==> config.mk <==
export PLATFORM = sky130hd
export DESIGN_NAME = controle_tentativas
export DESIGN_NICKNAME = d
export VERILOG_FILES = /design/src/rtl/controle_tentativas.sv
export SDC_FILE = /design/constraint.sdc
export NUM_CORES = 1
export LEC_CHECK = 0
export CORE_MARGIN = 5
export CORE_UTILIZATION = 40
export DETAILED_ROUTE_END_ITERATION = 16
export PLACE_DENSITY = 0.61
export SLEW_MARGIN = 10
export SYNTH_ARGS = -nofsm -noshare
export SYNTH_HDL_FRONTEND = slang
export SYNTH_SLANG_ARGS = --single-unit
==> constraint.sdc <==
create_clock -name clk -period 5.23 [get_ports clk]
set_clock_uncertainty 0.1 [all_clocks]
set_input_delay 0.7845 -clock clk [delete_from_list [all_inputs] [get_ports clk]]
set_output_delay 0.7845 -clock clk [all_outputs]
set_load 0.03 [all_outputs]
==> src/rtl/controle_tentativas.sv <==
// controle_tentativas: 4-digit BCD keypad lock with attempt counting and timed lockout.
// Define ENTRY_TIMEOUT_EN to discard a partial entry after ENTRY_TIMEOUT idle cycles.
module controle_tentativas #(
    parameter int OPEN_TIME     = 16,
    parameter int LOCK_TIME     = 64,
    parameter int ENTRY_TIMEOUT = 100
) (
    input  logic        clk,
    input  logic        reset,
    input  logic [3:0]  digit,
    input  logic        digit_valid,
    input  logic [15:0] senha,
    output logic        add,
    output logic        cnt_clr,
    input  logic [1:0]  s,
    output logic        unlocked,
    output logic        locked_out
);

    localparam int OPEN_T  = (OPEN_TIME < 1) ? 1 : OPEN_TIME;
    localparam int LOCK_T  = (LOCK_TIME < 1) ? 1 : LOCK_TIME;
    localparam int ENTRY_T = (ENTRY_TIMEOUT < 1) ? 1 : ENTRY_TIMEOUT;
    localparam int MAX_A   = (OPEN_T > LOCK_T) ? OPEN_T : LOCK_T;
    localparam int MAX_T   = (MAX_A > ENTRY_T) ? MAX_A : ENTRY_T;
    localparam int TW      = $clog2(MAX_T + 1);

    typedef enum logic [2:0] {IDLE, ENTRY, CHECK, FAIL, OPEN, LOCKOUT} state_t;

    state_t          state_q, state_d;
    logic [15:0]     buf_q, buf_d;
    logic [1:0]      idx_q, idx_d;
    logic [TW-1:0]   timer_q, timer_d;
    logic            add_q, add_d;
    logic            cnt_clr_q, cnt_clr_d;
    logic            unlocked_q, unlocked_d;
    logic            locked_out_q, locked_out_d;
    logic            accept;

    assign accept     = digit_valid && (digit <= 4'd9);
    assign add        = add_q;
    assign cnt_clr    = cnt_clr_q;
    assign unlocked   = unlocked_q;
    assign locked_out = locked_out_q;

    // The single timer is reused: OPEN/LOCKOUT length, FAIL phase, and entry inactivity.
    always_comb begin
        state_d = state_q;
        buf_d   = buf_q;
        idx_d   = idx_q;
        timer_d = timer_q;
        case (state_q)
            IDLE: begin
                if (accept) begin
                    buf_d   = {buf_q[11:0], digit};
                    idx_d   = idx_q + 2'd1;
                    timer_d = '0;
                    state_d = ENTRY;
                end
            end
            ENTRY: begin
                if (accept) begin
                    buf_d   = {buf_q[11:0], digit};
                    idx_d   = idx_q + 2'd1;
                    timer_d = '0;
                    if (idx_q == 2'd3) state_d = CHECK;
                end
`ifdef ENTRY_TIMEOUT_EN
                else if (timer_q == TW'(ENTRY_T - 1)) begin
                    state_d = IDLE;
                    buf_d   = '0;
                    idx_d   = '0;
                    timer_d = '0;
                end else begin
                    timer_d = timer_q + 1'b1;
                end
`endif
            end
            CHECK: begin
                timer_d = '0;
                state_d = (buf_q == senha) ? OPEN : FAIL;
            end
            FAIL: begin
                // Second FAIL cycle sees the counter value updated by the add pulse.
                if (timer_q == TW'(1)) begin
                    state_d = (s == 2'd3) ? LOCKOUT : IDLE;
                    timer_d = '0;
                    buf_d   = '0;
                    idx_d   = '0;
                end else begin
                    timer_d = timer_q + 1'b1;
                end
            end
            OPEN: begin
                if (timer_q == TW'(OPEN_T - 1)) begin
                    state_d = IDLE;
                    timer_d = '0;
                    buf_d   = '0;
                    idx_d   = '0;
                end else begin
                    timer_d = timer_q + 1'b1;
                end
            end
            LOCKOUT: begin
                if (timer_q == TW'(LOCK_T - 1)) begin
                    state_d = IDLE;
                    timer_d = '0;
                    buf_d   = '0;
                    idx_d   = '0;
                end else begin
                    timer_d = timer_q + 1'b1;
                end
            end
            default: begin
                state_d = IDLE;
                timer_d = '0;
                buf_d   = '0;
                idx_d   = '0;
            end
        endcase

        add_d        = (state_q == CHECK) && (state_d == FAIL);
        cnt_clr_d    = ((state_q == CHECK) && (state_d == OPEN)) ||
                       ((state_d == LOCKOUT) && (timer_d == TW'(LOCK_T - 1)));
        unlocked_d   = (state_d == OPEN);
        locked_out_d = (state_d == LOCKOUT);
    end

    always_ff @(posedge clk) begin
        if (reset) begin
            state_q      <= IDLE;
            buf_q        <= '0;
            idx_q        <= '0;
            timer_q      <= '0;
            add_q        <= 1'b0;
            cnt_clr_q    <= 1'b0;
            unlocked_q   <= 1'b0;
            locked_out_q <= 1'b0;
        end else begin
            state_q      <= state_d;
            buf_q        <= buf_d;
            idx_q        <= idx_d;
            timer_q      <= timer_d;
            add_q        <= add_d;
            cnt_clr_q    <= cnt_clr_d;
            unlocked_q   <= unlocked_d;
            locked_out_q <= locked_out_d;
        end
    end

endmodule
**After elaboration in Yosys (flattened, before gate mapping)**

Cells that the tools add are included.

- Add/subtract/negate cells: 2
- Magnitude comparators: 1
- Equal/unequal tests: 19
- Mux-type cells: 24
- Bitwise operators: 1
- Reduce and logical (&&, ||, !) cells: 8

Operator list:

| kind | count |
|---|---|
| $pmux 16 s5 | 1 |
| $mux 16 | 4 |
| $mux 7 | 4 |
| $pmux 7 s4 | 1 |
| $mux 3 | 8 |
| $pmux 3 s6 | 1 |
| $eq 16x16->1 | 1 |
| $eq 7x6->1 const B | 2 |
| $eq 3x3->1 const B | 4 |
| $pmux 2 s5 | 1 |
| $eq 3x2->1 const B | 3 |
| $mux 2 | 4 |
| $add 7x1->7 const B | 1 |
| $eq 7x1->1 const B | 1 |
| $eq 7x4->1 const B | 1 |
| $ne 2x2->1 const B | 3 |
| $reduce_and 5->1 | 1 |
| $eq 2x2->1 const B | 2 |
| $le 4x4->1 const B | 1 |
| $logic_and 1x1->1 | 4 |
| $eq 3x1->1 const B | 1 |
| $logic_not 3->1 | 1 |
| $add 2x1->2 const B | 1 |
| $ne 2x1->1 const B | 1 |
| other kinds (3) | 3 |

- Register bits: 32
- Bits of input ports: 25
- Output and inout port bits: 4
- Word-level logic and storage cells: 63

**Logic depth before layout (Yosys ltp)**

- Depth in word-level cells: 7
- Gate-level depth with buffers: 9

**Worst setup path before layout**

No wires, ideal clock.

- Path type: input to register
- From: in digit[2]
- To: reg buf_q[0]
- Library setup time: 132 ps
- Arrival: 1,929 ps
- Setup slack: 3,069 ps
- Stages: 6
- Buffers on the path: 1
- Cell sequence: o21ai_0 -> a211o_1 -> o2111ai_2 -> clkbuf_1 -> nand2_1 -> a21oi_1

- Word-level cells in the longest chain between the ends: 4

RTL lines:

| what | RTL line | text |
|---|---|---|
| start, declared | 10 | `input logic [3:0] digit,` |
| $le 4x4->1 | 39 | `assign accept = digit_valid && (digit <= 4'd9);` |
| $logic_and 1x1->1 | 39 |  |
| $ne 2x1->1 (no line) | - |  |
| $reduce_and 5->1 (no line) | - |  |
| end signal, assigned | 140 | `buf_q <= buf_d;` |
| end, declared | 30 | `logic [15:0] buf_q, buf_d;` |

Every way passes these cells.
A chain may end at the register's enable or synchronous reset.

**Worst setup path after layout**

- From: in digit[2]
- To: reg idx_q[0]

- Word-level cells in the longest chain between the ends: 4

RTL lines:

| what | RTL line | text |
|---|---|---|
| $le 4x4->1 | 39 |  |
| $logic_and 1x1->1 | 39 |  |
| $ne 2x1->1 (no line) | - |  |
| $reduce_and 5->1 (no line) | - |  |
| end signal, assigned | 141 | `idx_q <= idx_d;` |
| end, declared | 31 | `logic [1:0] idx_q, idx_d;` |

Every way passes these cells.

==> results by group <==
Status
  – Outcome: complete, no violations

Placement
  – Gpl congestion: 0.8332
  – IO buf count: 28
  – Pre-CTS setup slack: 2.139 ns
  – DP HPWL: 2884 µm
  – Dpl cells: 281

Worst setup path
  – Reg2reg setup slack: 2.63 ns
  – Worst r2r path cells: 7
  – Buf/Inv on CP: 1
  – Launch point of the worst reg-to-reg path: timer_q[0]
  – Crit path DAT: 2.90 ns
  – Startpoint types: input pin
  – Critical path class: in2reg
  – Largest stage delay, worst path: 0.48 ns
  – Crit-path slowest cell: o2111ai_2
  – Crit-path leading delay family: compound AO/OA/AOI/OAI gates
  – Critical-path cell list: clkdlybuf4s50_1 -> o21ai_0 -> a211o_1 -> o2111ai_2 -> nor4_1 -> a21oi_1 -> nor2_1
  – CP required: 5.33 ns
  – Crit. End Element: register
  – Crit Path Max Fanout: 19
  – FF-to-FF End: buf_q[7]

Pwr
  – Seq pwr share: 51.8%
  – P_int: 369.0 µW
  – NetSw: 119.9 µW
  – Static Leak: 0.0006894 µW
  – Power Dens Cells: 231.7 nW/µm²
  – Logic gate share of total power: 11.2%
  – Switching share of power: 24.52%
  – Clock share of power: 37.0%
  – Tot Pwr: 488.9 µW
  – Max rail drop VDD: 0.1215 mV

Synth
  – Ys async rst share: 0%
  – Seq/Total Area, Yosys: 36.60%
  – Yosys reg bits: 32
  – Synth warn: 0
  – Top post-synthesis cells by area: dfxtp_1 37%, xnor2_1 8.5%, a21oi_1 8.0%
  – Syn_nets: 241
  – Syn Area/Cell: 8.218 µm²
  – Post-synth top cells: 32 x dfxtp_1, 28 x a21oi_1, 25 x nand2_1, 20 x nand3_1, 18 x nor2_1
  – Yosys cell types: 50
  – Post-synth EDFFs: 0
  – Dominant synthesized flop cell: dfxtp_1
  – Yosys top cell area share: 36.60%
  – Most frequent cell after synthesis: dfxtp_1
  – Cell taking the most area after synthesis: dfxtp_1
  – Mapped Cells: 213
  – Post-Syn Area: 1750 µm²

Cells and area
  – Layout area overhead: 20.51%
  – Area occupied by multi-input gates: 1027 µm²
  – # nets final: 264
  – Filler cell count: 421
  – Diode count: 0
  – Register area: 640.6 µm²
  – Fin cells: 288
  – Layout cells sized above 1: 8.051%

Drt
  – Number of DRC violations after detailed-routing iteration 0: 119
  – DRC violations left: 0
  – First-pass DRT Iterations: 4
  – Vias per inst: 5.347
  – Via Count: 1540
  – WL final: 4014 µm
  – Wire length per cell: 13.94 µm
  – Antenna-violating nets left: 0

Clock network
  – CTS tree: yes
  – Post-CTS Setup Bufs: 0
  – TritonCTS Sinks: 32
  – Clock transition at the registers of the reported paths: 0.06 ns
  – Hold_buf cts: 0
  – Worst-Skew Late Latency: 0.28 ns
  – CTS Buf Count: 5
  – H-Tree Level Count: 2
  – PostCTS Resize Cnt: 0
  – Root Buffer Master: clkbuf_8
  – Max clock buf depth: 2

Timing
  – RSZ-0062 raised after global routing: no
  – Fin. max-slew vios: 0
  – Fin crit period: 2.801 ns
  – Endpoints failing hold: 0
  – Period utilisation layout: 53.56%
  – Setup_tns: 0 ns
  – Rel. slew slack: 32.29%
  – Worst Hold Slack: 0.3565 ns
  – Worst-Margin Slew: 1.012 ns
  – Final setup margin: 2.429 ns
  – Fmax: 0.3570 GHz
  – Final setup violation count: 0

Min path
  – Hold endpoint: idx_q[1]
  – Hold Path Depth: 2
  – Hold Path Class: reg2reg
  – Worst Min Path Start: idx_q[1]

Floorplanning
  – Initial Util: 40.76%
  – Die H: 76.15 µm
  – # IOs: 29
  – Core area: 4294 µm²
  – Die width: 76.15 µm
  – Placement Rows: 24
  – DIE AREA: 5799 µm²

GRT
  – Global-route wire length before repair: 7196 µm
  – Largest net degree at the start of global routing: 28
  – GRT Total Usage: 14.66%
  – Vias in the first global route: 1539
  – Initial antenna violation count: 0
  – Overflow after GRT: 0

Job
  – Max-cap check violation count: 0
-- power by group through the flow --
stage               logic, µW  registers, µW  clock network (µW)
floorplan                33.5            256                   0
global placement         54.8            259                   0
detailed placement       55.2            259                   0
CTS                      55.4            253                 185
global route             61.3            254                 194
finish                   54.8            253                 181
-- metal layers --
layer / track usage (%) / wire (µm) / vias to the layer above
met3: 4.137 / 222 / 2
li1: - / - / 800
met4: 4.196 / 15 / 0
met2: 22.95 / 1878 / 44
met1: 19.60 / 1898 / 694
met5: 0 / 0 / -
-- worst reg2reg max path, stage by stage, from the launching register on --
cell and delay (ns):
dfxtp_1 0.46, ha_1 0.18, nor4b_1 0.42, a21o_2 0.32
o21ai_4 0.12, nor3_4 0.59, nand3_1 0.15, a21oi_1 0.17
-- stage by stage --
stage / instance area, µm² / util [%]
2_1_floorplan: 1750 / -
3_3_place_gp: 2032 / 47.32
3_5_place_dp: 2032 / 47.32
4_1_cts: 2110 / 49.13
5_1_grt: 2110 / 49.13
6_report: 2110 / 49.13
-- layout make-up --
class	instances	area share (%)
Timing Repair Buffer	29	13.64
Sequential cell	32	30.37
Tap cell	52	3.084
Inverter	3	0.5338
Clock buffer	6	3.440
Clock inverter	1	0.2372
Multi-Input combinational cell	165	48.70
-- cell usage in the layout, fill, tap and decap left out, types with 3 or more instances in the layout --
cell type	n
nand3_1	20
nor3b_1	3
nand2_1	25
nand2b_1	3
dfxtp_1	32
xnor2_1	17
clkdlybuf4s50_1	28
clkbuf_8	5
a21oi_1	28
nor2_1	18
ha_1	3
nand4_1	4
inv_1	3
a211oi_1	3
-- cell families after synthesis --
group / Yosys count / share of synthesized area [%]
adders and majority gates: 3 / 2.145
DFF: 32 / 36.60
buffers and inverters: 16 / 4.717
AOI/OAI and AO/OA: 55 / 21.87
xor gates and xnor gates: 17 / 8.506
and+or+nand+nor: 90 / 26.16
-- registers in the layout (all words and copies together), names as in the netlist --
| signal | cells |
|---|---|
| locked_out | 1 |
| unlocked | 1 |
| timer_q | 7 |
| cnt_clr | 1 |
| idx_q | 2 |
| add | 1 |
| buf_q | 16 |
| state_q | 3 |
-- how the worst max path moves through the flow --
stage	to	depth (start not counted)	startpoint
6_report	idx_q[0]	7	digit[2]
5_1_grt	idx_q[0]	7	digit[2]
4_1_cts	idx_q[0]	7	digit[2]
3_5_place_dp	idx_q[0]	7	digit[2]
3_3_place_gp	idx_q[0]	7	digit[2]
2_1_floorplan	buf_q[0]	6	digit[2]
Note: power is estimated with default switching activity, not from simulation.
